`src/rtl/fp_normalize_round.sv`:
```
// rtl/fp_normalize_round.sv - post-add normalise / round-to-nearest-even / IEEE-754 pack stage
//
// Ports:
//   clk, rst             clock (rising edge), asynchronous active-high reset
//   in_valid, in_ready   upstream handshake; in_ready is high only while idle
//   in_sign, in_exp      sign and signed biased exponent from the adder
//   in_man[27:0]         [27]=carry [26]=hidden [25:3]=fraction [2]=guard [1]=round [0]=sticky
//   out_valid, out_ready downstream handshake; out_valid is high only while holding a result
//   result               packed single-precision word
//   overflow, underflow, inexact  status flags for the held result
module fp_normalize_round #(
    parameter int EXP_W   = 10,
    parameter bit SAT_OVF = 1'b0
) (
    input  logic             clk,
    input  logic             rst,
    input  logic             in_valid,
    output logic             in_ready,
    input  logic             in_sign,
    input  logic [EXP_W-1:0] in_exp,
    input  logic [27:0]      in_man,
    output logic             out_valid,
    input  logic             out_ready,
    output logic [31:0]      result,
    output logic             overflow,
    output logic             underflow,
    output logic             inexact
);

    typedef enum logic [1:0] {
        S_IDLE,
        S_NORM,
        S_ROUND,
        S_DONE
    } state_t;

    localparam logic signed [EXP_W-1:0] EXP_ONE  = EXP_W'(1);
    localparam logic signed [EXP_W-1:0] EXP_ZERO = EXP_W'(0);
    localparam logic signed [EXP_W-1:0] EXP_MAX  = EXP_W'(255);

    state_t                  state, state_nx;
    logic                    sign_q, sign_nx;
    logic signed [EXP_W-1:0] exp_q, exp_nx;
    logic [27:0]             man_q, man_nx;

    logic [31:0]             result_nx;
    logic                    overflow_nx, underflow_nx, inexact_nx;

    // Rounding datapath, evaluated continuously from the working registers
    logic                    rnd_g, rnd_rs, rnd_up;
    logic [27:0]             rnd_sum;
    logic [27:0]             man_r;
    logic signed [EXP_W-1:0] exp_r;

    assign in_ready  = (state == S_IDLE);
    assign out_valid = (state == S_DONE);

    always_ff @(posedge clk or posedge rst) begin
        if (rst) begin
            state <= S_IDLE;
        end else begin
            state <= state_nx;
        end
    end

    always_ff @(posedge clk or posedge rst) begin
        if (rst) begin
            sign_q    <= 1'b0;
            exp_q     <= EXP_ZERO;
            man_q     <= 28'd0;
            result    <= 32'd0;
            overflow  <= 1'b0;
            underflow <= 1'b0;
            inexact   <= 1'b0;
        end else begin
            sign_q    <= sign_nx;
            exp_q     <= exp_nx;
            man_q     <= man_nx;
            result    <= result_nx;
            overflow  <= overflow_nx;
            underflow <= underflow_nx;
            inexact   <= inexact_nx;
        end
    end

    always_comb begin
        state_nx     = state;
        sign_nx      = sign_q;
        exp_nx       = exp_q;
        man_nx       = man_q;
        result_nx    = result;
        overflow_nx  = overflow;
        underflow_nx = underflow;
        inexact_nx   = inexact;

        // Nearest-even: bump only when guard is set and either something
        // below it is set or the kept LSB is odd.
        rnd_g   = man_q[2];
        rnd_rs  = man_q[1] | man_q[0];
        rnd_up  = rnd_g & (rnd_rs | man_q[3]);
        // man_q[27] is always clear on entry to ROUND, so this cannot wrap.
        rnd_sum = man_q + {24'd0, rnd_up, 3'b000};
        if (rnd_sum[27]) begin
            man_r = {1'b0, rnd_sum[27:1]};
            exp_r = exp_q + EXP_ONE;
        end else begin
            man_r = rnd_sum;
            exp_r = exp_q;
        end

        case (state)
            S_IDLE: begin
                if (in_valid) begin
                    sign_nx  = in_sign;
                    exp_nx   = $signed(in_exp);
                    man_nx   = in_man;
                    state_nx = S_NORM;
                end
            end
            S_NORM: begin
                if (man_q == 28'd0) begin
                    state_nx = S_ROUND;
                end else if (man_q[27]) begin
                    // Carry-out: one right shift, folding the dropped bit into sticky
                    man_nx   = {1'b0, man_q[27:2], man_q[1] | man_q[0]};
                    exp_nx   = exp_q + EXP_ONE;
                    state_nx = S_ROUND;
                end else if (man_q[27:26] == 2'b00 && exp_q > EXP_ONE) begin
                    // Cancellation: one left shift per cycle, never below exp=1
                    man_nx = {man_q[26:0], 1'b0};
                    exp_nx = exp_q - EXP_ONE;
                end else begin
                    state_nx = S_ROUND;
                end
            end
            S_ROUND: begin
                overflow_nx  = 1'b0;
                underflow_nx = 1'b0;
                inexact_nx   = rnd_g | rnd_rs;
                if (man_r == 28'd0) begin
                    result_nx  = {sign_q, 31'd0};
                    inexact_nx = 1'b0;
                end else if (exp_r >= EXP_MAX) begin
                    overflow_nx = 1'b1;
                    inexact_nx  = 1'b1;
                    result_nx   = SAT_OVF ? {sign_q, 31'h7F7FFFFF} : {sign_q, 8'hFF, 23'd0};
                end else if (exp_r <= EXP_ZERO || !man_r[26]) begin
                    // Subnormals are flushed to signed zero
                    underflow_nx = 1'b1;
                    inexact_nx   = 1'b1;
                    result_nx    = {sign_q, 31'd0};
                end else begin
                    result_nx = {sign_q, exp_r[7:0], man_r[25:3]};
                end
                state_nx = S_DONE;
            end
            S_DONE: begin
                if (out_ready) begin
                    state_nx = S_IDLE;
                end
            end
            default: state_nx = S_IDLE;
        endcase
    end

endmodule

```
`config.mk`:
```
export PLATFORM = sky130hd
export DESIGN_NAME = fp_normalize_round
export DESIGN_NICKNAME = d
export VERILOG_FILES = /design/src/rtl/fp_normalize_round.sv
export SDC_FILE = /design/constraint.sdc
export NUM_CORES = 1
export LEC_CHECK = 0
export ABC_CLOCK_PERIOD_IN_PS = 3380
export CORE_ASPECT_RATIO = 1.4
export CORE_MARGIN = 5
export CORE_UTILIZATION = 56
export CTS_CLUSTER_DIAMETER = 100
export DETAILED_ROUTE_END_ITERATION = 6
export GPL_ROUTABILITY_DRIVEN = 0
export PLACE_DENSITY = 0.81
export SYNTH_ARGS = -nofsm -noshare
export SYNTH_HDL_FRONTEND = slang
export SYNTH_SLANG_ARGS = --single-unit
```
`constraint.sdc`:
```
create_clock -name clk -period 3.38 [get_ports clk]
set_input_delay 0.676 -clock clk [delete_from_list [all_inputs] [get_ports clk]]
set_output_delay 0.676 -clock clk [all_outputs]
set_load 0.05 [all_outputs]
```
-- Word-level counts from Yosys, hierarchy flattened
Index checks and enable logic that the tools add are counted.
- add/subtract/negate cells: 3
- order comparisons: 3
- equality and inequality tests: 8
- multiplexer cells: 29
- bitwise gates (word level): 4
- reduce and logical (&&, ||, !) cells: 12
- operator list (kind ; count):
    $mux 28 ; 4
    $mux 31 ; 3
    $logic_not 28->1 ; 2
    $pmux 28 s2 ; 1
    $mux 10 ; 5
    $add 28x4->28 ; 1
    $mux 27 ; 1
    $pmux 10 s2 ; 1
    $add 10x2->10 const B ; 1
    $ge 10x9->1 const B ; 1
    $gt 10x2->1 const B ; 1
    $le 10x1->1 const B ; 1
    $mux 2 ; 5
    $sub 10x2->10 const B ; 1
    $mux 1 ; 8
    $pmux 2 s4 ; 1
    $reduce_and 3->1 ; 2
    $eq 2x2->1 const B ; 2
    $logic_not 2->1 ; 2
    $ne 2x2->1 const B ; 2
    $ne 4x4->1 const B ; 1
    $reduce_and 4->1 ; 1
    $ne 3x3->1 const B ; 1
    $or 1x1->1 ; 3
    other kinds (8) ; 8
- flip-flop bits (word level): 76
- output and inout port bits: 37

-- Longest topological paths before layout
Gate-level depths: netlist of the first run.
- depth in word-level cells: 10
- mapped depth: 15

-- Worst setup path after synthesis of the first run
Ideal clock, no wire load.
- kind: register to register
- from: reg man_q[2]
- to: reg result[23]
- library setup time: 142 ps
- arrival: 2611 ps
- data required time: 3238 ps
- setup slack: 627 ps
- cell stages (with the launch flop): 14
- path buffers: 3
- path through: dfrtp_1 -> buf_2 -> and2_1 -> ha_1 -> nand3_1 -> nor2_2 -> a31oi_4 -> or2_4 -> buf_6 -> nor4_2 -> a22oi_1 -> o41ai_2 -> buf_4 -> o221ai_1
- word-level cells in the longest chain between the ends: 8
- elaborated cells on any way between the ends: 12
- classes of those cells: add/sub (1); order compare (2); mux (5); bitwise (1); reduce/logical (3)
- ends and longest elaborated chain (what ; RTL line ; text):
    start, declared ; 44 ; logic [27:0] man_q, man_nx;
    start signal, assigned ; 78 ; man_q <= man_nx;
    $and 1x1->1 ; 100 ; rnd_up = rnd_g & (rnd_rs | man_q[3]);
    $add 28x4->28 * ; 102 ; rnd_sum = man_q + {24'd0, rnd_up, 3'b000};
    $mux 10 / $mux 27 (equally long branches) ; 103 ; if (rnd_sum[27]) begin
    $le 10x1->1 / $logic_not 1->1 (equally long branches) ; 147 ; end else if (exp_r <= EXP_ZERO || !man_r[26]) begin
    $logic_or 1x1->1 ; 147 ;
    $mux 31 ; 147 ;
    $mux 31 ; 143 ; end else if (exp_r >= EXP_MAX) begin
    $mux 31 * ; 140 ; if (man_r == 28'd0) begin
    end signal, assigned ; 79 ; result <= result_nx;
    end, declared ; 24 ; output logic [31:0] result,
Every way passes the cells marked *; elsewhere a longest branch is shown, timed or not.
A chain may end at the register's enable or synchronous reset.

-- Final worst setup path of the first run
- from: reg man_q[3]
- to: reg result[25]
- word-level cells in the longest chain between the ends: 9
- elaborated cells on any way between the ends: 13
- classes of those cells: add/sub (1); order compare (2); mux (5); bitwise (2); reduce/logical (3)
- ends and longest elaborated chain (what ; RTL line):
    $or 1x1->1 ; 100
    $and 1x1->1 ; 100
    $add 28x4->28 * ; 102
    $mux 10 / $mux 27 (equally long branches) ; 103
    $le 10x1->1 / $logic_not 1->1 (equally long branches) ; 147
    $logic_or 1x1->1 ; 147
    $mux 31 ; 147
    $mux 31 ; 143
    $mux 31 * ; 140
Marked as above.

==> flow_summary_export.csv, run 1 <==
group,metric,value,unit
sta,period_minus_slack,3130,ps
synth,cell_count_after_synthesis,710,
cts,cts-buffers-inserted,9,
worst_setup_path,crit_path_top_delay_cell,"dfrtp_1",
synth,synth.cell_area,0.00566,sq mm
synth,dominantRegCellSynth,"dfrtp_1",
worst_setup_path,path_max_fanout,20,
pwr,power_density,1070,mW/mm^2
drt,route.vias.total,5457,
floorplan,fp.coreArea,0.00990,sq mm
global_routing,grt_start_max_net_pins,75,
sta,max_clock_freq,320,MHz
floorplan,start_util,57.2,%
flow_run,maxCapViolCount,0,
sta,timing_max_transition_violations_final,0,
floorplan,std_cell_rows,43,
floorplan,die_width,95.0,um
cts,clock_tree.root_cell,"clkbuf_16",
worst_setup_path,critPathMostFrequentCell,"buf_4",
place,port-buffer-count,79,
sta,post-route-period-util,92.6,%
synth,async_reset_ff_share,100,%
sta,unrepaired_setup_endpoints_after_global_routing,"false",
sta,final-hold-violation-count,0,
worst_setup_path,rr_startpoint,"man_q[3]",
worst_setup_path,worstPathArrival,3330,ps
drt,drtPass1Iterations,5,
worst_setup_path,crit_path_cell_trace,"and2_1, ha_1, nand3_1, nor2_4, a31oi_4, or2_4, buf_4, nor4_2, a22oi_1, o41ai_2, buf_4, o221ai_1",
synth,synth.avg_cell_area,7.97,sq um
place,post-dp-hpwl,10700,um
worst_setup_path,crit_path_start,"man_q[3]",
pwr,leakage_power_of_the_design,0.00263,uW
global_routing,grt_overflow,0,
global_routing,wire_length_of_the_first_global_routing_pass,24300,um
synth,postSynthNetCount,761,
sta,timing.slew.headroom,36.2,%
pwr,peakVddDrop,0.00118,V
global_routing,vias_in_the_first_global_route,5180,
cts,clock-sinks,76,
final_layout,antenna_cells_inserted,0,
worst_setup_path,critPathCaptureType,"register",
worst_setup_path,timing.critical_path.slowest_cell_delay,430,ps
worst_hold_path,min_from,"sign_q",
global_routing,antenna_found_initial,0,
outcome,status,"finished clean",
final_layout,post-route-util,68.1,%
synth,synth_seq_area_share,33.6,%
synth,edff_count_synth,0,
synth,synth_cell_types,69,
drt,route.detailed.vias_per_inst,6.19,
floorplan,die-height,129,um
sta,final.hold.worst_slack,503,ps
drt,route.detailed.wl_per_inst,16.6,um
worst_setup_path,critical_path.startpoint_type,"register",
sta,fin_worst_skew,7.15,ps
floorplan,io_pins,80,
cts,tritoncts,"done",
drt,remaining_drc_errors,0,
synth,yosys_warnings,0,
floorplan,floorplan.die_area,0.0122,sq mm
global_routing,globalRouteTotalUtil,24.7,%
sta,tightest_slew,956,ps
cts,worst_skew_pair.late_latency,340,ps
drt,drt.antenna.violating_nets,0,
worst_setup_path,regToRegSetupSlack,250,ps
synth,flip_flop_and_latch_count_after_synthesis,76,
drt,routed_wirelength,14600,um
worst_hold_path,worst_hold_path_type,"register to register",
final_layout,num-nets-final,797,
final_layout,flow.area_growth_from_synthesis,19.1,%
worst_setup_path,data_required_critical_path,3580,ps
sta,final.setup.tns,0,ps
cts,htree_levels,3,
cts,clk_path_buf_depth,2,
final_layout,fraction_of_final_layout_cells_with_drive_strength_greater_than_1,8.30,%
cts,cts.hold.buffers_added,0,
drt,drt-initial-drc-count,627,
cts,post_cts_clock_slew_at_the_launch_and_capture_registers_of_the_worst_setup_and_hold_paths,50,ps
worst_setup_path,timing_worst_setup_path_type,"register to register",
sta,finalSetupViolCount,0,
[repair_timing]
action	in CTS	in global routing
setup buffers	0	2
hold endpoints to repair	0	0
endpoints found under the setup margin	0	28
resized for setup	0	2
[worst max-delay path: cells and delay by family, from the launching register on]
kind	cells	cell delay, ps
simple gates	5	1170
compound gates	4	700
buf+inv	2	450
flops	1	430
fa+ha+maj	1	240
[flip-flops by register name, indices dropped and copies added, names as in the netlist]
register   cells
man_q         28
sign_q         1
state          2
underflow      1
overflow       1
exp_q         10
result        32
inexact        1
[power breakdown]
group	switching, uW	internal, uW
Sequential	676	1330
Combinational	2710	1690
Clock	327	500
Total	3710	3530
[routing by layer]
layer,GRT usage [%],share of wire [%],up-vias,routed length [um]
met1,32.3,42,2525,6180
met3,4.33,6.4,42,940
met5,0,0,-,0
met4,10.4,3.0,0,434
li1,-,-,2630,-
met2,40.3,48,260,7060
[cells in the mapped netlist, types with 3 or more instances]
| library cell | instances | share of area [%] |
|---|---|---|
| o21a_1 | 3 | 0.40 |
| a21oi_1 | 27 | 2.4 |
| inv_1 | 44 | 2.9 |
| o221ai_1 | 10 | 1.5 |
| or2_2 | 3 | 0.33 |
| or3_1 | 6 | 0.66 |
| buf_1 | 4 | 0.27 |
| buf_6 | 5 | 0.99 |
| nor3_1 | 11 | 0.97 |
| nand2b_1 | 3 | 0.33 |
| nor2b_1 | 3 | 0.33 |
| a31oi_1 | 6 | 0.66 |
| o22ai_1 | 25 | 2.8 |
| and3_1 | 7 | 0.77 |
| o31ai_1 | 26 | 3.4 |
| ha_1 | 8 | 1.8 |
| and2_1 | 3 | 0.33 |
| nand4_1 | 11 | 1.2 |
| mux2i_1 | 4 | 0.71 |
| xnor2_1 | 20 | 3.1 |
| mux2_2 | 3 | 0.60 |
| o22a_1 | 9 | 1.4 |
| clkbuf_1 | 44 | 2.9 |
| nor4_1 | 12 | 1.3 |
| buf_2 | 23 | 2.0 |
| dfrtp_1 | 76 | 34 |
| and4_1 | 4 | 0.62 |
| a221oi_1 | 25 | 3.9 |
| a22oi_1 | 3 | 0.40 |
| o21ai_0 | 29 | 2.6 |
| nand3_1 | 25 | 2.2 |
| o32ai_1 | 5 | 0.77 |
| nor2_1 | 86 | 5.7 |
| a32oi_1 | 3 | 0.46 |
| xor2_1 | 17 | 2.6 |
| o211ai_1 | 6 | 0.80 |
| nand2_1 | 69 | 4.6 |
[per-stage QoR]
stage	instance area (sq um)	cells	total power, uW	worst slack [ps]
2_1_floorplan	5660	710	5210	627
3_3_place_gp	6470	868	6210	289
3_5_place_dp	6470	868	6340	136
4_1_cts	6720	880	7190	136
5_1_grt	6740	882	7770	36.6
6_report	6740	882	7240	251
[worst paths after layout]
kind                         endpoint  cells after the start
setup / recovery           result[25]                     12
hold / removal                 sign_q                      1
setup reg to reg           result[25]                     12
hold reg to reg                sign_q                      1
max in group asynchronous    man_q[2]                      3
min in group asynchronous  result[14]                      2
[cells by family (layout without fill, tap and decap cells)]
logic type,after synthesis,in the layout,share of synthesized area [%]
XOR/XNOR,37,37,5.73
AO/OA/AOI/OAI,195,195,24.9
multiplexers,7,7,1.30
AND/OR/NAND/NOR,264,264,23.3
flip-flops,76,76,33.6
buffers and inverters,123,160,9.46
adder cells (fa/ha/maj),8,8,1.77
[layout make-up]
class                   count  area, sq um
clock buffers              12          246
inverters                  45          169
repair buffers            103          996
multi-input cells         511         3260
flip-flops and latches     76         1900
well taps                 135          169
fillers                   845         3160
[cells in the final DEF, fill, tap and decap left out, types with 12 or more instances in the layout]
cell	Yosys	routed
nor2_1	86	86
clkdlybuf4s50_1	0	79
dfrtp_1	76	75
nand2_1	69	69
inv_1	44	43
o21ai_0	29	29
a21oi_1	27	27
o31ai_1	26	26
nand3_1	25	25
o22ai_1	25	25
a221oi_1	25	25
buf_4	2	22
xnor2_1	20	20
xor2_1	17	17
nor4_1	12	12
Note: power is estimated with default switching activity, not from simulation.
==> run 2: changes to the inputs <==
ABC_CLOCK_PERIOD_IN_PS = not set   (was 3380)
CORE_MARGIN = 4   (was 5)
==> flow_summary_export.csv, run 2 (same netlist as run 1, synthesis figures left out) <==
group,metric,value,unit
sta,unrepaired_setup_endpoints_after_global_routing,"false",
worst_setup_path,data_required_critical_path,3610,ps
worst_setup_path,critPathMostFrequentCell,"nor2_4",
flow_run,maxCapViolCount,0,
global_routing,grt_overflow,0,
pwr,sum_of_internal_switching_and_leakage_power,7370,uW
floorplan,std_cell_rows,43,
worst_setup_path,crit_path_top_delay_cell,"dfrtp_1",
worst_setup_path,timing_worst_setup_path_type,"register to register",
sta,tightest_slew,1030,ps
worst_setup_path,timing.critical_path.slowest_cell_delay,440,ps
drt,remaining_drc_errors,0,
drt,route.vias.total,5592,
drt,drt-initial-drc-count,774,
cts,clock-sinks,76,
cts,post_cts_clock_slew_at_the_launch_and_capture_registers_of_the_worst_setup_and_hold_paths,50,ps
outcome,status,"finished clean",
worst_setup_path,crit_path_start,"man_q[3]",
global_routing,globalRouteTotalUtil,25.4,%
floorplan,die_width,93.0,um
floorplan,floorplan.die_area,0.0118,sq mm
worst_setup_path,crit_path_cell_trace,"and2_1, ha_1, nand3_1, nor2_4, a31oi_4, nor2_4, mux2i_1, o221a_2, nand4_4, o32ai_1",
sta,post-route-period-util,91.4,%
final_layout,largest_registers,"result: 32 flops, man_q: 28 flops, exp_q: 10 flops",
cts,cts-buffers-inserted,9,
sta,finalSetupViolCount,0,
global_routing,wire_length_of_the_first_global_routing_pass,24500,um
floorplan,io_pins,80,
sta,timing.slew.headroom,31.5,%
cts,worst_skew_pair.late_latency,340,ps
place,post-dp-hpwl,10700,um
global_routing,vias_in_the_first_global_route,5150,
drt,drt.antenna.violating_nets,0,
worst_setup_path,worstPathArrival,3320,ps
cts,htree_levels,3,
pwr,peakVddDrop,0.00129,V
worst_setup_path,critical_path.startpoint_type,"register",
final_layout,num-nets-final,796,
sta,final.setup.tns,0,ps
place,port-buffer-count,79,
drt,drtPass1Iterations,5,
drt,routed_wirelength,14900,um
worst_setup_path,critPathCaptureType,"register",
final_layout,largest_reg_by_ff_count,"result",
cts,post_cts.repair.setup_buffers,0,
sta,max_clock_freq,324,MHz
final_layout,mostFrequentLayoutCells,"86 x nor2_1, 79 x clkdlybuf4s50_1, 75 x dfrtp_1",
final_layout,fraction_of_final_layout_cells_with_drive_strength_greater_than_1,8.67,%
cts,clk_path_buf_depth,2,
worst_hold_path,min_from,"sign_q",
drt,route.detailed.vias_per_inst,6.32,
sta,timing_max_transition_violations_final,0,
floorplan,fp.coreArea,0.00990,sq mm
cts,tritoncts,"done",
global_routing,grt_start_max_net_pins,75,
worst_setup_path,path_max_fanout,13,
floorplan,start_util,57.2,%
sta,final-hold-violation-count,0,
final_layout,largest_reg_flops,32,
floorplan,die-height,127,um
final_layout,antenna_cells_inserted,0,
cts,cts.hold.buffers_added,0,
global_routing,antenna_found_initial,0,
final_layout,flow.area_growth_from_synthesis,19.8,%
pwr,power_density,1090,mW/mm^2
sta,period_minus_slack,3090,ps
pwr,leakage_power_of_the_design,0.00265,uW
sta,fin_worst_skew,4.50,ps
worst_setup_path,rr_startpoint,"man_q[3]",
cts,clock_tree.root_cell,"clkbuf_16",
drt,route.detailed.wl_per_inst,16.8,um
final_layout,final_common_cell,"nor2_1",
worst_hold_path,worst_hold_path_type,"register to register",
## run 2: critical path, delay by kind of cell (launching register included)
kind | cells | cell delay (ps)
AOI/OAI and AO/OA | 3 | 900
adders and majority gates | 1 | 240
DFF | 1 | 440
muxes | 1 | 230
and+or+nand+nor | 5 | 1180
## run 2: per-stage QoR
step / hold slack (ps) / instances / util, % / instance area [sq um] / worst slack (ps)
after floorplan: 474 / 710 / - / 5660 / 627
after global placement: 485 / 868 / 65.4 / 6470 / 308
after detailed placement: 496 / 868 / 65.4 / 6470 / 133
after CTS: 508 / 884 / 68.3 / 6760 / 132
after global routing: 528 / 885 / 68.5 / 6780 / 10.5
final: 504 / 885 / 68.5 / 6780 / 291
## run 2: layer usage
metal / wire, um / up-vias / track usage, %
met5: 0 / - / 0
met4: 512 / 0 / 11.6
met2: 7240 / 274 / 40.2
met3: 1110 / 54 / 4.15
met1: 6040 / 2631 / 33.9
li1: - / 2633 / -
## run 2: power breakdown
part / total (uW) / leakage, uW / internal (uW) / switching, uW
clock network: 906 / 0.000140 / 557 / 349
logic: 4460 / 0.00155 / 1690 / 2770
registers: 2010 / 0.000964 / 1340 / 670
## run 2: worst paths after layout
kind	endpoint	slack [ps]	cells after the start
min	sign_q	500	1
max	result[1]	290	10
min in group asynchronous	result[11]	790	2
max reg2reg	result[1]	290	10
min reg2reg	sign_q	500	1
max in group asynchronous	man_q[2]	1900	3
## run 2: final cells by class
| type | instances | area (sq um) |
|---|---|---|
| multi-input cells | 512 | 3280 |
| fillers | 853 | 3120 |
| flip-flops and latches | 76 | 1900 |
| repair buffers | 101 | 981 |
| clock buffers | 15 | 278 |
| inverters | 45 | 169 |
| well taps | 135 | 169 |
| clock inverters | 1 | 5.00 |
## run 2: timing repair
action                                 4_1_cts  5_1_grt
resized for setup                            0        3
endpoints found under the hold margin        0        0
setup endpoints to repair                    0       30
==> run 3: changes to the inputs <==
CORE_UTILIZATION = 35   (was 56)
PLACE_DENSITY = 0.54   (was 0.81)
SLEW_MARGIN = 20   (was not set)
==> flow_summary_export.csv, run 3 (same netlist as run 1, synthesis figures left out) <==
group,metric,value,unit
outcome,status,"finished clean",
final_layout,mostFrequentLayoutCells,"86 x nor2_1, 79 x clkdlybuf4s50_1, 76 x dfrtp_1",
cts,tritoncts,"done",
drt,route.detailed.vias_per_inst,5.64,
final_layout,fraction_of_final_layout_cells_with_drive_strength_greater_than_1,9.64,%
final_layout,final_common_cell,"nor2_1",
worst_setup_path,critical_path.startpoint_type,"register",
floorplan,fp.coreArea,0.0157,sq mm
cts,post_cts_clock_slew_at_the_launch_and_capture_registers_of_the_worst_setup_and_hold_paths,60,ps
final_layout,post-route-util,44.3,%
sta,fin_worst_skew,13.3,ps
worst_hold_path,min_from,"sign_q",
worst_setup_path,timing_worst_setup_path_type,"register to register",
worst_hold_path,worst_hold_path_type,"register to register",
floorplan,std_cell_rows,54,
worst_setup_path,worstPathArrival,3340,ps
worst_setup_path,critPathCaptureType,"register",
flow_run,maxCapViolCount,0,
cts,post_cts.repair.setup_buffers,0,
floorplan,start_util,36.0,%
sta,tightest_slew,1060,ps
worst_setup_path,data_required_critical_path,3580,ps
sta,max_clock_freq,319,MHz
cts,htree_levels,3,
global_routing,globalRouteTotalUtil,18.2,%
pwr,leakage_power_of_the_design,0.00272,uW
sta,period_minus_slack,3140,ps
final_layout,n_fill_cell,1635,
cts,cts.hold.buffers_added,0,
drt,drtPass1Iterations,5,
pwr,peakVddDrop,0.000558,V
cts,clock-sinks,76,
sta,post-route-period-util,92.9,%
drt,routed_wirelength,16400,um
worst_setup_path,r2r-end,"result[24]",
floorplan,io_pins,80,
worst_setup_path,worst-r2r-cell-count,12,
drt,remaining_drc_errors,0,
drt,drt.antenna.violating_nets,0,
cts,post_cts_resized,0,
place,post-dp-hpwl,12300,um
worst_setup_path,regToRegSetupSlack,240,ps
global_routing,vias_in_the_first_global_route,5270,
sta,unrepaired_setup_endpoints_after_global_routing,"false",
final_layout,flow.area_growth_from_synthesis,23.2,%
sta,timing.slew.headroom,29.1,%
drt,route.vias.total,5375,
worst_setup_path,path_max_fanout,20,
place,port-buffer-count,79,
floorplan,die_width,115,um
worst_setup_path,rr_startpoint,"man_q[3]",
drt,drt-initial-drc-count,269,
sta,final.setup.tns,0,ps
final_layout,antenna_cells_inserted,0,
final_layout,largest_registers,"result: 32 flops, man_q: 28 flops, exp_q: 10 flops",
final_layout,largest_reg_by_ff_count,"result",
floorplan,floorplan.die_area,0.0183,sq mm
pwr,power_density,1100,mW/mm^2
sta,finalSetupViolCount,0,
floorplan,die-height,158,um
global_routing,wire_length_of_the_first_global_routing_pass,27000,um
drt,route.detailed.wl_per_inst,17.2,um
cts,clock_tree.root_cell,"clkbuf_16",
global_routing,antenna_found_initial,0,
global_routing,grt_start_max_net_pins,55,
worst_hold_path,timing.hold.worst_path_depth,1,
final_layout,num-nets-final,803,
sta,final-hold-violation-count,0,
cts,worst_skew_pair.late_latency,340,ps
cts,clk_path_buf_depth,2,
sta,timing_max_transition_violations_final,0,
worst_hold_path,worst_hold_path.endpoint,"result[31]",
final_layout,largest_reg_flops,32,
cts,cts-buffers-inserted,9,
global_routing,grt_overflow,0,
[run 3: changes by cell type in the layout (fill, tap and decap cells not counted), sizes merged]
cell | before | now
buf | 22 | 30
bufinv | 0 | 3
clkbuf | 15 | 12
nand4 | 13 | 12
[run 3: layout make-up]
type                       instances  area [sq um]  share of cell area (%)
clock buffer                      12           256                    3.68
multi-input combinational        511          3270                    46.8
inverter                          45           169                    2.42
sequential                        76          1900                    27.3
clock inverter                     4          95.1                    1.36
tap                              196           245                    3.52
timing repair buffer             109          1040                    14.9
[run 3: power breakdown]
group	switching, uW	leakage [uW]	internal, uW
Combinational	2840	0.00158	1740
Clock	379	0.000173	761
Sequential	619	0.000966	1330
Total	3840	0.00272	3830
[run 3: layer usage]
layer / track usage [%] / wire length, um / up-vias
met1: 24.4 / 7430 / 2545
met5: 0 / 0 / -
met4: 6.88 / 307 / 0
li1: - / - / 2649
met2: 30.2 / 7980 / 157
met3: 1.90 / 697 / 24
[run 3: how the worst max path moves through the flow]
stage | depth (start not counted) | start | slack (ps) | end
2_1_floorplan | 13 | man_q[2] | 630 | result[23]
3_3_place_gp | 11 | man_q[3] | 310 | result[17]
3_5_place_dp | 12 | man_q[3] | 220 | result[24]
4_1_cts | 12 | man_q[3] | 230 | result[24]
5_1_grt | 12 | man_q[3] | 20 | result[23]
6_report | 12 | man_q[3] | 240 | result[24]
[run 3: stage by stage]
stage	instances	hold WS, ps	cell area, sq um	setup slack [ps]	power, uW
floorplan	710	474	5660	627	5210
global placement	937	485	6610	313	6440
detailed placement	937	495	6610	216	6530
CTS	953	509	6960	226	7690
global route	953	540	6970	18.5	8250
finish	953	504	6970	241	7670
[run 3: worst max-delay path: stages (launching register included)]
cell	delay (ps)
dfrtp_1	430
and2_1	160
ha_1	240
nand3_1	200
nor2_4	230
a31oi_4	180
or2_4	340
buf_4	210
nor4_2	260
a22oi_1	130
o41ai_2	240
buf_4	230
o221ai_1	130
